==> src/rtl/scr1_pipe_mprf_sb_pkg.sv <==
// Shared definitions for the multi-port register file and its pending-write scoreboard.
package scr1_mprf_pkg;

   localparam int unsigned SCR1_MPRF_XLEN     = 32;
   localparam int unsigned SCR1_MPRF_NREGS_MX = 32;

   typedef logic [SCR1_MPRF_XLEN-1:0]     type_scr1_mprf_v;
   typedef logic [SCR1_MPRF_NREGS_MX-1:0] scr1_mprf_sb_t;

   // Address width follows the architectural register count (RV32E has 16).
   function automatic int unsigned scr1_mprf_aw(input int unsigned rve);
      return (rve != 0) ? 4 : 5;
   endfunction

   function automatic int unsigned scr1_mprf_nregs(input int unsigned rve);
      return 1 << scr1_mprf_aw(rve);
   endfunction

endpackage : scr1_mprf_pkg

==> src/rtl/scr1_pipe_mprf_sb_if.sv <==
// EXU <-> MPRF bundle: read ports, writeback ports, issue marking and scoreboard view.
interface scr1_pipe_mprf_sb_if
   import scr1_mprf_pkg::*;
#(
   parameter int unsigned XLEN   = 32,
   parameter int unsigned RVE    = 0,
   parameter int unsigned NUM_RD = 2,
   parameter int unsigned NUM_WR = 1
);

   localparam int unsigned AW    = scr1_mprf_aw(RVE);
   localparam int unsigned NREGS = scr1_mprf_nregs(RVE);

   logic [NUM_RD*AW-1:0]   exu2mprf_rs_addr;
   logic [NUM_RD*XLEN-1:0] mprf2exu_rs_data;
   logic [NUM_RD-1:0]      mprf2exu_rs_busy;

   logic [NUM_WR-1:0]      exu2mprf_w_req;
   logic [NUM_WR-1:0]      exu2mprf_w_clr;
   logic [NUM_WR*AW-1:0]   exu2mprf_rd_addr;
   logic [NUM_WR*XLEN-1:0] exu2mprf_rd_data;

   logic                   exu2mprf_iss_req;
   logic [AW-1:0]          exu2mprf_iss_addr;

   logic [NREGS-1:0]       mprf2exu_busy_vec;
   logic [AW:0]            mprf2exu_pend_cnt;

   modport master (
      output exu2mprf_rs_addr, exu2mprf_w_req, exu2mprf_w_clr, exu2mprf_rd_addr,
             exu2mprf_rd_data, exu2mprf_iss_req, exu2mprf_iss_addr,
      input  mprf2exu_rs_data, mprf2exu_rs_busy, mprf2exu_busy_vec, mprf2exu_pend_cnt
   );

   modport slave (
      input  exu2mprf_rs_addr, exu2mprf_w_req, exu2mprf_w_clr, exu2mprf_rd_addr,
             exu2mprf_rd_data, exu2mprf_iss_req, exu2mprf_iss_addr,
      output mprf2exu_rs_data, mprf2exu_rs_busy, mprf2exu_busy_vec, mprf2exu_pend_cnt
   );

endinterface : scr1_pipe_mprf_sb_if

==> src/rtl/scr1_pipe_mprf_sb_scoreboard.sv <==
// Per-register pending-write scoreboard: issue sets, clearing writeback resets,
// issue wins on collision; also gives the same-cycle busy view per read port.
module scr1_mprf_scoreboard
   import scr1_mprf_pkg::*;
#(
   parameter int unsigned NUM_RD = 2,
   parameter int unsigned NUM_WR = 1,
   parameter int unsigned AW     = 5,
   parameter int unsigned NREGS  = 32
) (
   input  logic                 clk,
   input  logic                 rst,
   input  logic                 iss_req_i,
   input  logic [AW-1:0]        iss_addr_i,
   input  logic [NUM_WR-1:0]    w_req_i,
   input  logic [NUM_WR-1:0]    w_clr_i,
   input  logic [NUM_WR*AW-1:0] wr_addr_i,
   input  logic [NUM_RD*AW-1:0] rs_addr_i,
   output logic [NUM_RD-1:0]    rs_busy_o,
   output logic [NREGS-1:0]     busy_vec_o,
   output logic [AW:0]          pend_cnt_o
);

   logic [NREGS-1:0] busy_q;
   logic [NREGS-1:0] busy_d;
   logic [NREGS-1:0] set_vec;
   logic [NREGS-1:0] clr_vec;
   logic [NREGS-1:0] rise_vec;
   logic [NREGS-1:0] fall_vec;
   logic [AW:0]      cnt_q;
   logic [AW:0]      cnt_d;

   // Decode issue and clearing writebacks into one-hot-per-register vectors; x0 never tracked.
   always_comb begin
      set_vec = '0;
      clr_vec = '0;
      for (int unsigned r = 1; r < NREGS; r++) begin
         set_vec[r] = iss_req_i && (iss_addr_i == AW'(r));
      end
      for (int unsigned p = 0; p < NUM_WR; p++) begin
         if (w_req_i[p] && w_clr_i[p]) begin
            clr_vec[wr_addr_i[p*AW +: AW]] = 1'b1;
         end
      end
      clr_vec[0] = 1'b0;
   end

   always_comb begin
      busy_d    = set_vec | (busy_q & ~clr_vec);
      busy_d[0] = 1'b0;
      rise_vec  = busy_d & ~busy_q;
      fall_vec  = busy_q & ~busy_d;
      cnt_d     = cnt_q + (AW+1)'($countones(rise_vec)) - (AW+1)'($countones(fall_vec));
   end

   always_ff @(posedge clk) begin
      if (rst) begin
         busy_q <= '0;
         cnt_q  <= '0;
      end else begin
         busy_q <= busy_d;
         cnt_q  <= cnt_d;
      end
   end

   // The next-state bit is exactly the same-cycle view EXU needs alongside the data bypass.
   always_comb begin
      rs_busy_o = '0;
      for (int unsigned i = 0; i < NUM_RD; i++) begin
         if (rs_addr_i[i*AW +: AW] != '0) begin
            rs_busy_o[i] = busy_d[rs_addr_i[i*AW +: AW]];
         end
      end
   end

   assign busy_vec_o = busy_q;
   assign pend_cnt_o = cnt_q;

`ifndef SYNTHESIS
   always_ff @(posedge clk) begin
      if (!rst) begin
         assert (cnt_q == (AW+1)'($countones(busy_q)))
            else $error("scoreboard count %0d disagrees with busy vector %0h", cnt_q, busy_q);
      end
   end
`endif

endmodule : scr1_mprf_scoreboard

==> src/rtl/scr1_pipe_mprf_sb.sv <==
// Multi-port register file with write-through bypass and pending-write scoreboard.
// Storage, write arbitration and the read bypass live here; busy tracking is delegated.
module scr1_pipe_mprf_sb
   import scr1_mprf_pkg::*;
#(
   parameter int unsigned XLEN   = 32,
   parameter int unsigned RVE    = 0,
   parameter int unsigned NUM_RD = 2,
   parameter int unsigned NUM_WR = 1
) (
   input  logic                clk,
   input  logic                rst,
   scr1_pipe_mprf_sb_if.slave  mprf
);

   localparam int unsigned AW    = scr1_mprf_aw(RVE);
   localparam int unsigned NREGS = scr1_mprf_nregs(RVE);

   logic [XLEN-1:0] regs_q [1:NREGS-1];
   logic [XLEN-1:0] regs_d [1:NREGS-1];

   logic [AW-1:0]   wr_addr [NUM_WR];
   logic [XLEN-1:0] wr_data [NUM_WR];
   logic [AW-1:0]   rs_addr [NUM_RD];

   for (genvar p = 0; p < NUM_WR; p++) begin : g_wr_unpack
      assign wr_addr[p] = mprf.exu2mprf_rd_addr[p*AW +: AW];
      assign wr_data[p] = mprf.exu2mprf_rd_data[p*XLEN +: XLEN];
   end

   for (genvar i = 0; i < NUM_RD; i++) begin : g_rd_unpack
      assign rs_addr[i] = mprf.exu2mprf_rs_addr[i*AW +: AW];
   end

   // Later ports overwrite earlier ones, so the highest-index writer wins per register.
   always_comb begin
      regs_d = regs_q;
      for (int unsigned p = 0; p < NUM_WR; p++) begin
         if (mprf.exu2mprf_w_req[p] && (wr_addr[p] != '0)) begin
            regs_d[wr_addr[p]] = wr_data[p];
         end
      end
   end

   always_ff @(posedge clk) begin
      if (rst) begin
         for (int unsigned r = 1; r < NREGS; r++) begin
            regs_q[r] <= '0;
         end
      end else begin
         for (int unsigned r = 1; r < NREGS; r++) begin
            regs_q[r] <= regs_d[r];
         end
      end
   end

   // Read with same-cycle bypass; x0 is hardwired to zero.
   always_comb begin
      mprf.mprf2exu_rs_data = '0;
      for (int unsigned i = 0; i < NUM_RD; i++) begin
         if (rs_addr[i] != '0) begin
            mprf.mprf2exu_rs_data[i*XLEN +: XLEN] = regs_q[rs_addr[i]];
            for (int unsigned p = 0; p < NUM_WR; p++) begin
               if (mprf.exu2mprf_w_req[p] && (wr_addr[p] == rs_addr[i])) begin
                  mprf.mprf2exu_rs_data[i*XLEN +: XLEN] = wr_data[p];
               end
            end
         end
      end
   end

   scr1_mprf_scoreboard #(
      .NUM_RD (NUM_RD),
      .NUM_WR (NUM_WR),
      .AW     (AW),
      .NREGS  (NREGS)
   ) u_sb (
      .clk        (clk),
      .rst        (rst),
      .iss_req_i  (mprf.exu2mprf_iss_req),
      .iss_addr_i (mprf.exu2mprf_iss_addr),
      .w_req_i    (mprf.exu2mprf_w_req),
      .w_clr_i    (mprf.exu2mprf_w_clr),
      .wr_addr_i  (mprf.exu2mprf_rd_addr),
      .rs_addr_i  (mprf.exu2mprf_rs_addr),
      .rs_busy_o  (mprf.mprf2exu_rs_busy),
      .busy_vec_o (mprf.mprf2exu_busy_vec),
      .pend_cnt_o (mprf.mprf2exu_pend_cnt)
   );

`ifndef SYNTHESIS
   always_ff @(posedge clk) begin
      if (!rst) begin
         for (int unsigned p = 0; p < NUM_WR; p++) begin
            if (mprf.exu2mprf_w_req[p]) begin
               assert (!$isunknown(wr_addr[p]) && !$isunknown(wr_data[p]))
                  else $error("write port %0d carries unknown address or data", p);
            end
         end
      end
   end
`endif

endmodule : scr1_pipe_mprf_sb
==> src/flat_wrapper.sv <==
// flat-port wrapper written by rule: the top's interface ports become plain ports
module scr1_pipe_mprf_sb_flat import scr1_mprf_pkg::*;
#(
   parameter int unsigned XLEN   = 32,
   parameter int unsigned RVE    = 0,
   parameter int unsigned NUM_RD = 2,
   parameter int unsigned NUM_WR = 1
)
  (clk, rst, mprf_exu2mprf_rs_addr, mprf_exu2mprf_w_req, mprf_exu2mprf_w_clr, mprf_exu2mprf_rd_addr, mprf_exu2mprf_rd_data, mprf_exu2mprf_iss_req, mprf_exu2mprf_iss_addr, mprf_mprf2exu_rs_data, mprf_mprf2exu_rs_busy, mprf_mprf2exu_busy_vec, mprf_mprf2exu_pend_cnt);
  scr1_pipe_mprf_sb_if #(.XLEN(XLEN), .RVE(RVE), .NUM_RD(NUM_RD), .NUM_WR(NUM_WR)) mprf_i ();
  input  logic clk;
  input  logic rst;
  input wire logic [$bits(mprf_i.exu2mprf_rs_addr)-1:0] mprf_exu2mprf_rs_addr;
  input wire logic [$bits(mprf_i.exu2mprf_w_req)-1:0] mprf_exu2mprf_w_req;
  input wire logic [$bits(mprf_i.exu2mprf_w_clr)-1:0] mprf_exu2mprf_w_clr;
  input wire logic [$bits(mprf_i.exu2mprf_rd_addr)-1:0] mprf_exu2mprf_rd_addr;
  input wire logic [$bits(mprf_i.exu2mprf_rd_data)-1:0] mprf_exu2mprf_rd_data;
  input wire logic [$bits(mprf_i.exu2mprf_iss_req)-1:0] mprf_exu2mprf_iss_req;
  input wire logic [$bits(mprf_i.exu2mprf_iss_addr)-1:0] mprf_exu2mprf_iss_addr;
  output wire logic [$bits(mprf_i.mprf2exu_rs_data)-1:0] mprf_mprf2exu_rs_data;
  output wire logic [$bits(mprf_i.mprf2exu_rs_busy)-1:0] mprf_mprf2exu_rs_busy;
  output wire logic [$bits(mprf_i.mprf2exu_busy_vec)-1:0] mprf_mprf2exu_busy_vec;
  output wire logic [$bits(mprf_i.mprf2exu_pend_cnt)-1:0] mprf_mprf2exu_pend_cnt;
  assign mprf_i.exu2mprf_rs_addr = mprf_exu2mprf_rs_addr;
  assign mprf_i.exu2mprf_w_req = mprf_exu2mprf_w_req;
  assign mprf_i.exu2mprf_w_clr = mprf_exu2mprf_w_clr;
  assign mprf_i.exu2mprf_rd_addr = mprf_exu2mprf_rd_addr;
  assign mprf_i.exu2mprf_rd_data = mprf_exu2mprf_rd_data;
  assign mprf_i.exu2mprf_iss_req = mprf_exu2mprf_iss_req;
  assign mprf_i.exu2mprf_iss_addr = mprf_exu2mprf_iss_addr;
  assign mprf_mprf2exu_rs_data = mprf_i.mprf2exu_rs_data;
  assign mprf_mprf2exu_rs_busy = mprf_i.mprf2exu_rs_busy;
  assign mprf_mprf2exu_busy_vec = mprf_i.mprf2exu_busy_vec;
  assign mprf_mprf2exu_pend_cnt = mprf_i.mprf2exu_pend_cnt;
  scr1_pipe_mprf_sb #(.XLEN(XLEN), .RVE(RVE), .NUM_RD(NUM_RD), .NUM_WR(NUM_WR)) u_core (.clk(clk), .rst(rst), .mprf(mprf_i));
endmodule
==> config.mk <==
export PLATFORM = sky130hd
export DESIGN_NAME = scr1_pipe_mprf_sb_flat
export DESIGN_NICKNAME = d
export VERILOG_FILES = /design/src/rtl/scr1_pipe_mprf_sb_pkg.sv /design/src/rtl/scr1_pipe_mprf_sb_if.sv /design/src/rtl/scr1_pipe_mprf_sb_scoreboard.sv /design/src/rtl/scr1_pipe_mprf_sb.sv /design/src/flat_wrapper.sv
export SDC_FILE = /design/constraint.sdc
export NUM_CORES = 2
export LEC_CHECK = 0
export BUFFER_PORTS_ARGS = -buffer_cell sky130_fd_sc_hd__buf_2
export CORE_UTILIZATION = 50
export DETAILED_ROUTE_END_ITERATION = 12
export PLACE_DENSITY = 0.66
export SETUP_SLACK_MARGIN = 0.02
export SYNTH_ARGS = -nofsm -noshare
export SYNTH_HDL_FRONTEND = slang
export SYNTH_SLANG_ARGS = --single-unit
==> constraint.sdc <==
create_clock -name clk -period 10.95 [get_ports clk]
set_input_delay 0.5475 -clock clk [delete_from_list [all_inputs] [get_ports clk]]
set_output_delay 0.5475 -clock clk [all_outputs]
set_load 0.02 [all_outputs]
==> results.md <==
- Clk slew on worst S/H paths: 0.07 ns
- Longest Clk Path Bufs: 3
- Syn Area/Cell: 8.77 sq um
- Number of synthesized flops with an enable pin: 0
- Critical Path Sink Type: flop
- First-pass GRT wire length: 332,000 um
- Commonest cells after routing, fill and taps aside: nand2_1, dfxtp_1, a21oi_1, mux4_2, mux2i_1
- Final core occ: 0.552
- Count of antenna-violating nets left after detailed routing: 0
- Final Critical Period: 6.77 ns
- Pwr dens: 152 nW/um^2
- Clk sinks: 1,029
- Final Hold Viols: 0
- Asr flop ratio synth: 0
- Input/output buffers: 159
- Vias per inst: 6.75
- Layout Area Growth over Synthesis: 8.75%
- Outcome: finished, final reports clean
- I/O pin count: 161
- Net Count, Synth: 6,460
- CP Data Required Time: 11.50 ns
- Hold_buf cts: 0
- Normalized max-slew margin: 0.162
- Worst slew pin tran: 1.26 ns
- Vias: 51.5k
- Share of layout cells above drive strength 1: 0.173
- Mapped cell area: 55,500 sq um
- Gpl congestion: 0.937
- Final TNS setup: 0 ns
- Worst path most repeated cell: fa_1
- Gr usage total: 0.404
- Ys flop type: dfxtp_1
- Final slew viol count: 0
- Setup bufs post-CTS: 0
- H-Tree Depth: 3
- Antenna violations before repair: 32
- Max Fanout on Critical Path: 18
- Core box area: 109,000 sq um
- CP max-delay cell: fa_1
- Fillers: 9,754
- Crit start category: input pin
- # rows: 121
- Avg WL per Cell: 30.4 um
- Worst vdd ir: 201 uV
- CTS Buf Count: 110
- Overflow after GRT: 0
- Worst Skew: 0.0265 ns
- DRC viols: 0
- DP Wirelength: 123,000 um
- Die area: 112,000 sq um
- Syn Inst Count: 6,331
- Final setup fails: 0
- #FFs+latches synth: 1,029
- Max-cap violations: 0
- Commonest non-fill, non-tap cell in the layout: nand2_1
- Largest net degree at the start of global routing: 229
- R2r setup slk: 4.69 ns
- Die W: 335 um
- Critical Path AT: 7.33 ns
- Sequential share of the synthesized area: 0.371
- Starting Density: 0.507
- Synth warn: 0
- Pre-antenna DRT Iters: 8
- HP Class: in2reg
- Post-synthesis cell type count: 68
- CTS tree: done
- Net count, final: 6,168
- FMAX: 148 MHz
- Clock root cell: clkbuf_16
- WS Path Type: in2reg
- Die Ht: 335 um
- Iteration-0 DRC Markers: 9,082
- Vias in the first global route: 47.6k
- CTS-repair resized insts: 0
- Ratio of final minimum period to clock period: 0.618
- Total Wirelength: 232,000 um
- RSZ-0062 raised after global routing: no
- Largest stage delay, worst path: 0.55 ns
- Static Leakage: 0.0200 uW
- Clk Latency, worst-skew pair: 0.73 ns
## power breakdown
part           switching [uW]  internal, uW
registers                28.1          3790
clock network            1680          2350
logic                     854           489
## registers in the layout, summed over array words and instances, names as in the netlist
name and cells:
u_core.regs_q 992, u_core.u_sb.pend_cnt_o 6, u_core.u_sb.busy_vec_o 31
## synth_stat cells (all sizes together) (2+ instances only)
cell / n / area [sq um]
a2111oi: 2 / 17.5
a21o: 2 / 15.0
a21oi: 1020 / 5100
a221o: 12 / 120
a221oi: 41 / 422
a22o: 18 / 158
a22oi: 25 / 188
a31oi: 3 / 18.8
and2: 20 / 125
and3: 8 / 50.1
and3b: 2 / 17.5
buf: 168 / 1040
clkbuf: 493 / 1880
dfxtp: 1029 / 20600
fa: 57 / 1140
ha: 15 / 188
inv: 71 / 267
mux2: 44 / 495
mux2i: 189 / 1890
mux4: 488 / 11000
nand2: 2115 / 7940
nand2b: 7 / 43.8
nand3: 37 / 190
nand3b: 5 / 41.3
nand4: 2 / 12.5
nand4b: 4 / 35.0
nor2: 106 / 398
nor2b: 10 / 62.6
nor3: 29 / 145
nor3b: 5 / 37.5
nor4: 2 / 12.5
o211ai: 20 / 150
o21a: 27 / 203
o21ai: 162 / 811
o21bai: 5 / 37.5
o221ai: 11 / 96.3
o22ai: 11 / 68.8
o2bb2ai: 2 / 17.5
or2: 6 / 37.5
or3: 27 / 169
or3b: 3 / 26.3
xnor2: 4 / 35.0
xor2: 12 / 105
## layout make-up
cell class | count | area, sq um | area share
clock buffers | 162 | 3190 | 0.0528
well taps | 1476 | 1850 | 0.0306
inverters | 72 | 275 | 0.00456
diodes | 18 | 45.0 | 0.000746
multi-input cells | 4569 | 32100 | 0.532
flip-flops and latches | 1029 | 20600 | 0.341
repair buffers | 257 | 1670 | 0.0277
clock inverters | 41 | 633 | 0.0105
## path summary, 6_finish.rpt
kind,from,end,depth (start not counted)
worst max register to register,u_core.u_sb.busy_vec_o[30],u_core.u_sb.pend_cnt_o[5],20
worst min register to register,u_core.regs_q[423],u_core.regs_q[423],2
worst min-delay path,mprf_exu2mprf_iss_addr[4],u_core.u_sb.busy_vec_o[27],4
worst max-delay path,mprf_exu2mprf_rd_addr[4],u_core.u_sb.pend_cnt_o[5],25
## worst max-delay path: cells and delay by family
kind / cells / cell delay (ns)
buffers and inverters: 7 / 0.68
adder cells (fa/ha/maj): 10 / 4.50
AND/OR/NAND/NOR: 3 / 0.64
XOR/XNOR: 1 / 0.15
AO/OA/AOI/OAI: 4 / 0.80
## cells by family after synthesis
family,count (synthesis),synth area share
other cells,1,0.0000675
buf+inv,733,0.0576
fa+ha+maj,72,0.0239
flops,1029,0.371
mux,721,0.241
compound gates,1368,0.135
xor+xnor,16,0.00252
simple gates,2391,0.169
## metrics by stage
| stage | setup WS, ns | std cells | cell area, sq um | power (uW) | hold slack (ns) |
|---|---|---|---|---|---|
| final | 4.18 | 7624 | 60400 | 9190 | 0.355 |
| after global routing | 3.81 | 7619 | 60400 | 9460 | 0.382 |
| after CTS | 4.25 | 7606 | 60300 | 9160 | 0.333 |
| after detailed placement | 3.54 | 7403 | 56500 | 5210 | 0.456 |
| after global placement | 3.63 | 7403 | 56500 | 5200 | 0.448 |
| after floorplan | 4.15 | 6331 | 55500 | 4880 | 0.442 |
## routing by layer
layer	up-vias	GRT usage	share of wire
met5	-	0.00782	0.00099
met3	1044	0.153	0.16
li1	21400	-	-
met4	22	0.242	0.067
met1	24800	0.527	0.36
met2	4279	0.565	0.41
Note: power is estimated with default switching activity, not from simulation.
